`config.mk`:
```
export PLATFORM = sky130hd
export DESIGN_NAME = deserialize_10b
export DESIGN_NICKNAME = d
export VERILOG_FILES = /design/src/rtl/deserialize_10b.sv
export SDC_FILE = /design/constraint.sdc
export NUM_CORES = 1
export LEC_CHECK = 0
export CAP_MARGIN = 15
export CORE_MARGIN = 2
export CORE_UTILIZATION = 30
export CTS_CLUSTER_DIAMETER = 60
export DETAILED_ROUTE_END_ITERATION = 16
export PLACE_DENSITY = 0.52
export SETUP_SLACK_MARGIN = 0.02
export SLEW_MARGIN = 20
export SYNTH_ARGS = -nofsm -noshare
export SYNTH_HDL_FRONTEND = slang
export SYNTH_SLANG_ARGS = --single-unit
```
`constraint.sdc`:
```
create_clock -name clk -period 3.95 [get_ports clk]
set_clock_uncertainty 0.1 [all_clocks]
set_input_delay 0.5925 -clock clk [delete_from_list [all_inputs] [get_ports clk]]
set_output_delay 0.5925 -clock clk [all_outputs]
set_load 0.01 [all_outputs]
```
`src/rtl/deserialize_10b.sv`:
```
// Serial-to-10b deserializer with K28.5 comma word alignment and loss-of-lock tracking.
// Define DESER_REALIGN_EN to let a misaligned comma realign while locked.
module deserialize_10b #(
    parameter int LOSS_WORDS = 64
) (
    input  logic       clk,
    input  logic       rst,
    input  logic       bit_enable,
    input  logic       d_in,
    output logic [9:0] d_out,
    output logic       word_valid,
    output logic       locked,
    output logic       comma_seen
);

    localparam int MW = $clog2(LOSS_WORDS + 1);
    localparam logic [MW-1:0] MISS_LAST = MW'(LOSS_WORDS - 1);
    localparam logic [9:0] COMMA_NEG = 10'b0011111010;
    localparam logic [9:0] COMMA_POS = 10'b1100000101;

    typedef enum logic {HUNT, LOCKED} state_t;

    state_t          state, state_n;
    logic [9:0]      sr, sr_n;
    logic [3:0]      bit_cnt, bit_cnt_n;
    logic [MW-1:0]   miss_cnt, miss_cnt_n;
    logic [9:0]      d_out_n;
    logic            word_valid_n, comma_seen_n, locked_n;
    logic [9:0]      candidate;
    logic            is_comma;

    assign candidate = {sr[8:0], d_in};
    assign is_comma  = (candidate == COMMA_NEG) || (candidate == COMMA_POS);

    always_ff @(posedge clk) begin
        if (rst) begin
            state      <= HUNT;
            sr         <= '0;
            bit_cnt    <= '0;
            miss_cnt   <= '0;
            d_out      <= '0;
            word_valid <= 1'b0;
            comma_seen <= 1'b0;
            locked     <= 1'b0;
        end else begin
            state      <= state_n;
            sr         <= sr_n;
            bit_cnt    <= bit_cnt_n;
            miss_cnt   <= miss_cnt_n;
            d_out      <= d_out_n;
            word_valid <= word_valid_n;
            comma_seen <= comma_seen_n;
            locked     <= locked_n;
        end
    end

    always_comb begin
        state_n      = state;
        sr_n         = sr;
        bit_cnt_n    = bit_cnt;
        miss_cnt_n   = miss_cnt;
        d_out_n      = d_out;
        word_valid_n = 1'b0;
        comma_seen_n = 1'b0;
        if (bit_enable) begin
            sr_n = candidate;
            case (state)
                HUNT: begin
                    if (is_comma) begin
                        d_out_n      = candidate;
                        word_valid_n = 1'b1;
                        comma_seen_n = 1'b1;
                        bit_cnt_n    = '0;
                        miss_cnt_n   = '0;
                        state_n      = LOCKED;
                    end
                end
                LOCKED: begin
                    if (bit_cnt == 4'd9) begin
                        d_out_n      = candidate;
                        word_valid_n = 1'b1;
                        bit_cnt_n    = '0;
                        if (is_comma) begin
                            comma_seen_n = 1'b1;
                            miss_cnt_n   = '0;
                        end else if (miss_cnt == MISS_LAST) begin
                            // Last tolerated miss: word still goes out, lock drops now
                            miss_cnt_n = '0;
                            state_n    = HUNT;
                        end else begin
                            miss_cnt_n = miss_cnt + 1'b1;
                        end
                    end else begin
`ifdef DESER_REALIGN_EN
                        if (is_comma) begin
                            d_out_n      = candidate;
                            word_valid_n = 1'b1;
                            comma_seen_n = 1'b1;
                            bit_cnt_n    = '0;
                            miss_cnt_n   = '0;
                        end else begin
                            bit_cnt_n = bit_cnt + 4'd1;
                        end
`else
                        bit_cnt_n = bit_cnt + 4'd1;
`endif
                    end
                end
                default: state_n = HUNT;
            endcase
        end
        locked_n = (state_n == LOCKED);
    end

endmodule
```
==> flow_summary.ini, run 1 <==
[grt]
grt-ovfl-total = 0
grt_pass1_wl_um = 4816
grt_usage_pct = 11.75
antenna_found_initial = 0
grt_max_degree = 23
grt_pass1_vias = 1025

[finish]
nets = 170
layout_common_cells = 33 x dfxtp_1, 20 x nor2_1, 16 x clkdlybuf4s50_1
utilization_pct = 38.61
multi_input_area_um2 = 684.4
fillers = 430
diodes = 0
mostFrequentLayoutCell = dfxtp_1
synthToLayoutAreaGrowth_pct = 22.37
layout-drive-gt1-share_pct = 8.537
ff_latch_area_um2 = 660.6

[floorplanning]
fp.dieW_um = 72.13
initial_core_util_pct = 31.55
io_pins = 17
rows = 24
die_h_um = 72.13
die_area_um2 = 5203
core_region_area_um2 = 4414

[power]
p_per_area_nw_per_um2 = 396.9
p_int_mw = 0.5308
seq_power_share_pct = 49.6
power.leakage_nw = 0.6124
p_sw_mw = 0.1455
vdd_drop_max_mv = 0.1690
p_comb_share_pct = 3.2
p_clk_share_pct = 47.2
switching_share_pct = 21.51

[synth]
synth_fp_nets = 154
synthSimpleGateAreaFrac_pct = 23.36
synthAdderAreaFrac_pct = 2.695
yosysTopAreaCellShare_pct = 47.44
synth_top_family_by_area = simple AND/OR/NAND/NOR gates
synthMuxAreaShare_pct = 6.469
synth_seq_cells = 33
syn_area_per_cell_um2 = 9.473
synth-edff-count = 0
synth_xor_area_share_pct = 0.6289
async_flop_share_pct = 0
synth.yosys.warnings = 0
synth_area_um2 = 1393
synth-main-ff-cell = dfxtp_1
syn_inst = 147
synth.distinct_cells = 38
synth_compound_area_share_pct = 15.99
netlist_top_cells_area = dfxtp_1 47%, mux2i_1 6.5%, a22o_1 6.3%
synth_top_area_cell = dfxtp_1
yosysSeqAreaShare_pct = 47.44

[route]
final_antenna_net_count = 0
drt-initial-drc-count = 72
via_per_inst = 5.069
routed_wl_um = 2857
drc = 0
drt_first_pass_iters = 4
via_count = 1095
routedWlPerCell_um = 13.23

[cts]
cts.clk_slew.worst_paths_ps = 70
cts_root_buf = clkbuf_8
clkSinkCount = 33
cts_tree = yes
post-cts-setup-buffers = 0
clockBufferDepth = 2
insertion_delay_ps = 280
numCtsBuffers = 5
ctsResizeCount = 0
cts_hold_buf = 0
h-tree-depth = 2

[placement]
gp_congestion = 0.7657
io_buffers = 16
dpl.hpwl_um = 1986
pre_cts_ws_ps = 1133

[critical_path]
required_ps = 4080
crit_type = input port to register
crit_arrival_ps = 2670
critPathMaxFanout = 16
crit_path_end_kind = register
startpoint_type = input port

[sta]
fin_setup_tns_ps = 0
finalHoldViolCount = 0
slew_headroom_pct = 31.29
setup_viol = 0
rsz0062_at_grt = false
timing.fmax_ghz = 0.3926
fin_ws_ps = 1403
drv_slew = 0
min_period_ps = 2547
worst_slew_pin_slew_ps = 1031
fin_crit_sh_pct = 64.49

[job]
maxCapViolations = 0

[min_path]
hp-class = register to register

[run_status]
status = completed
## per-stage QoR
stage | hold slack (ps) | cells | area, µm² | power [mW]
4_1_cts | 367.3 | 216 | 1704 | 0.6831
3_3_place_gp | 342.0 | 208 | 1589 | 0.3640
3_5_place_dp | 354.8 | 208 | 1589 | 0.3647
2_1_floorplan | 327.4 | 147 | 1393 | 0.3570
5_1_grt | 390.2 | 216 | 1704 | 0.6992
6_report | 362.5 | 216 | 1704 | 0.6763
## final timing paths
kind	slack [ps]	startpoint	cells after the start	to
worst max-delay path	1400	bit_enable	4	d_out[2]
worst min-delay path	360	miss_cnt[6]	2	miss_cnt[6]
worst max register to register	1750	sr[3]	5	d_out[2]
worst min register to register	360	miss_cnt[6]	2	miss_cnt[6]
## cell type report
type / count / share of cell area, %
clock inverters: 3 / 2.717
inverters: 3 / 0.6608
well taps: 52 / 3.818
clock buffers: 5 / 4.038
repair buffers: 17 / 9.839
multi-input cells: 103 / 40.16
flip-flops and latches: 33 / 38.77
## flip-flops by register name, indices dropped and copies added (netlist names)
signal      count
d_out          10
sr              9
miss_cnt        7
bit_cnt         4
comma_seen      1
state           1
word_valid      1
## synthesized netlist by cell type, types with 2 or more instances
library cell  number
buf_2              2
a22o_1            10
clkbuf_1           4
nand3_1            6
o211ai_1           2
mux2i_1            9
nand2b_1           2
o31ai_1            3
o21ai_0            4
inv_1              3
a21oi_1            6
nand2_1           13
nand3b_1           2
nor3_1             3
and3_1             2
dfxtp_1           33
ha_1               3
nor2_1            20
## power by group through the flow
stage               combinational (mW)  clock [mW]  sequential [mW]
detailed placement              0.0216           0            0.343
floorplan                       0.0145           0            0.343
finish                          0.0215       0.319            0.335
global route                    0.0232       0.340            0.336
global placement                0.0210           0            0.343
CTS                             0.0217       0.326            0.335
## critical path: stages
cell	delay [ps]
clkdlybuf4s50_1	930
nand2_1	260
nor3_2	630
a22o_1	250
## cell families after synthesis
kind of cell / count (synthesis)
xor gates and xnor gates: 1
and+or+nand+nor: 60
buffers and inverters: 11
adders and majority gates: 3
AOI/OAI and AO/OA: 30
DFF: 33
muxes: 9
## routing by layer
layer | vias up | track usage [%] | wire length [µm]
li1 | 562 | - | -
met4 | 0 | 3.145 | 8
met3 | 2 | 3.750 | 123
met5 | - | 0 | 0
met1 | 510 | 15.86 | 1438
met2 | 21 | 18.14 | 1286
Power figures use the tool's default switching activity.
==> run 2: changes to the inputs <==
Settings changed: PLACE_DENSITY 0.52 to 0.54.
Clock period 3.95 ns to 2.32 ns, I/O delays scaled along.
==> run 2 against run 1 <==
Against the previous run:
- hold slack got worse by 4.5 ps
- sequential share of layout area increased by 0.14 points
- via count increased by 2.4%
- combinational power increased by 76%
- sequential power increased by 70%
- setup slack got worse by 1100 ps
- critical path type unchanged
- critical endpoint is now miss_cnt[3]
- largest power group unchanged
==> flow_summary.ini, run 2 (synthesized netlist as in run 1, its figures left out) <==
[placement]
placed_cell_area_um2 = 1612
dpl.hpwl_um = 2035
io_buffers = 16
gp_congestion = 0.7414
dp_cells = 211

[critical_path]
crit_arrival_ps = 2150
critPathMaxFanout = 15
critPathSlowestCell = o32ai_2
crit_buf_inv = 1
crit_path_max_incr_delay_ps = 820
startpoint_type = input port
required_ps = 2420
crit_chain = clkdlybuf4s50_1, and4_1, o32ai_2, nand2_1, o211ai_1
cp_top_family = compound AO/OA/AOI/OAI gates
crit_type = input port to register
crit_path_end_kind = register

[floorplanning]
core_region_area_um2 = 4414
fp.dieW_um = 72.13
die_area_um2 = 5203
rows = 24
io_pins = 17
initial_core_util_pct = 31.55
die_h_um = 72.13

[sta]
finalHoldViolCount = 0
min_period_ps = 2050
timing.fmax_ghz = 0.4877
fin_setup_tns_ps = 0
rsz0062_at_grt = false
slew_headroom_pct = 36.21
worst_slew_pin_slew_ps = 956.9
drv_slew = 0
setup_viol = 0
hold_ws_ps = 358.0
fin_crit_sh_pct = 88.38

[min_path]
hp-class = register to register

[finish]
synthToLayoutAreaGrowth_pct = 21.92
mostFrequentLayoutCell = dfxtp_1
top_regs = d_out (10), sr (9), miss_cnt (7)
top_register = d_out
nets = 173
layout_common_cells = 33 x dfxtp_1, 20 x nor2_1, 16 x clkdlybuf4s50_1
layout-drive-gt1-share_pct = 9.036
utilization_pct = 38.46
diodes = 0
fin_area_um2 = 1698
largest_reg_flops = 10
layout.cells.non_filler = 218

[cts]
clkSinkCount = 33
h-tree-depth = 2
post-cts-setup-buffers = 0
insertion_delay_ps = 280
cts.clk_slew.worst_paths_ps = 60
cts_root_buf = clkbuf_8
clockBufferDepth = 2
numCtsBuffers = 5
ctsResizeCount = 0
cts_hold_buf = 0
cts_tree = yes

[grt]
antenna_found_initial = 0
grt_pass1_wl_um = 5319
grt-ovfl-total = 0
grt_max_degree = 22
grt_pass1_vias = 1166
grt_usage_pct = 13.05

[route]
routed_wl_um = 2966
via_count = 1121
final_antenna_net_count = 0
drc = 0
via_per_inst = 5.142
drt_first_pass_iters = 4
routedWlPerCell_um = 13.61
drt-initial-drc-count = 66

[job]
maxCapViolations = 0

[run_status]
status = completed

[power]
vdd_drop_max_mv = 0.3573
power.leakage_nw = 0.6181
p_per_area_nw_per_um2 = 612.5
-- run 2: changes by cell type in the layout (fill, tap and decap cells not counted) --
cell | before | now
clkinvlp_4 | 1 | 0
clkbuf_1 | 0 | 1
bufinv_16 | 1 | 0
clkinv_4 | 1 | 0
clkbuf_8 | 5 | 6
buf_4 | 1 | 4
-- run 2: per-stage QoR --
stage	worst slack, ps	power (mW)
2_1_floorplan	641.5	0.6079
3_3_place_gp	10.07	0.6216
3_5_place_dp	-58.80	0.6221
4_1_cts	229.0	1.055
5_1_grt	37.42	1.081
6_report	269.7	1.040
-- run 2: worst paths after layout --
kind                    start           to  slack [ps]  depth (start not counted)
hold reg to reg   miss_cnt[6]  miss_cnt[6]         360                          2
setup reg to reg        state  miss_cnt[3]         320                          4
hold / removal    miss_cnt[6]  miss_cnt[6]         360                          2
setup / recovery         d_in  miss_cnt[3]         270                          5
-- run 2: where the power goes --
| group | switching [mW] | total (mW) | internal, mW |
|---|---|---|---|
| clock | 0.196 | 0.431 | 0.235 |
| combinational | 0.0228 | 0.0379 | 0.0150 |
| sequential | 0.00265 | 0.571 | 0.569 |
-- run 2: final cells by class --
| class | instances | area (µm²) |
|---|---|---|
| inverter | 3 | 11.26 |
| timing repair buffer | 20 | 190.2 |
| tap | 52 | 65.06 |
| multi-input combinational | 103 | 684.4 |
| sequential | 33 | 660.6 |
| fill | 441 | 2716 |
| clock buffer | 7 | 86.33 |
-- run 2: layer usage --
layer / GRT usage, % / routed length, µm / vias up
met5: 0 / 0 / -
met2: 21.00 / 1363 / 19
li1: - / - / 569
met3: 4.028 / 129 / 3
met1: 16.45 / 1441 / 530
met4: 4.822 / 33 / 0
-- run 2: tightest hold or removal path, delay by kind of cell (launching register included) --
kind,cells,cell delay [ps]
flip-flops,1,310
AND/OR/NAND/NOR,1,70
AO/OA/AOI/OAI,1,40
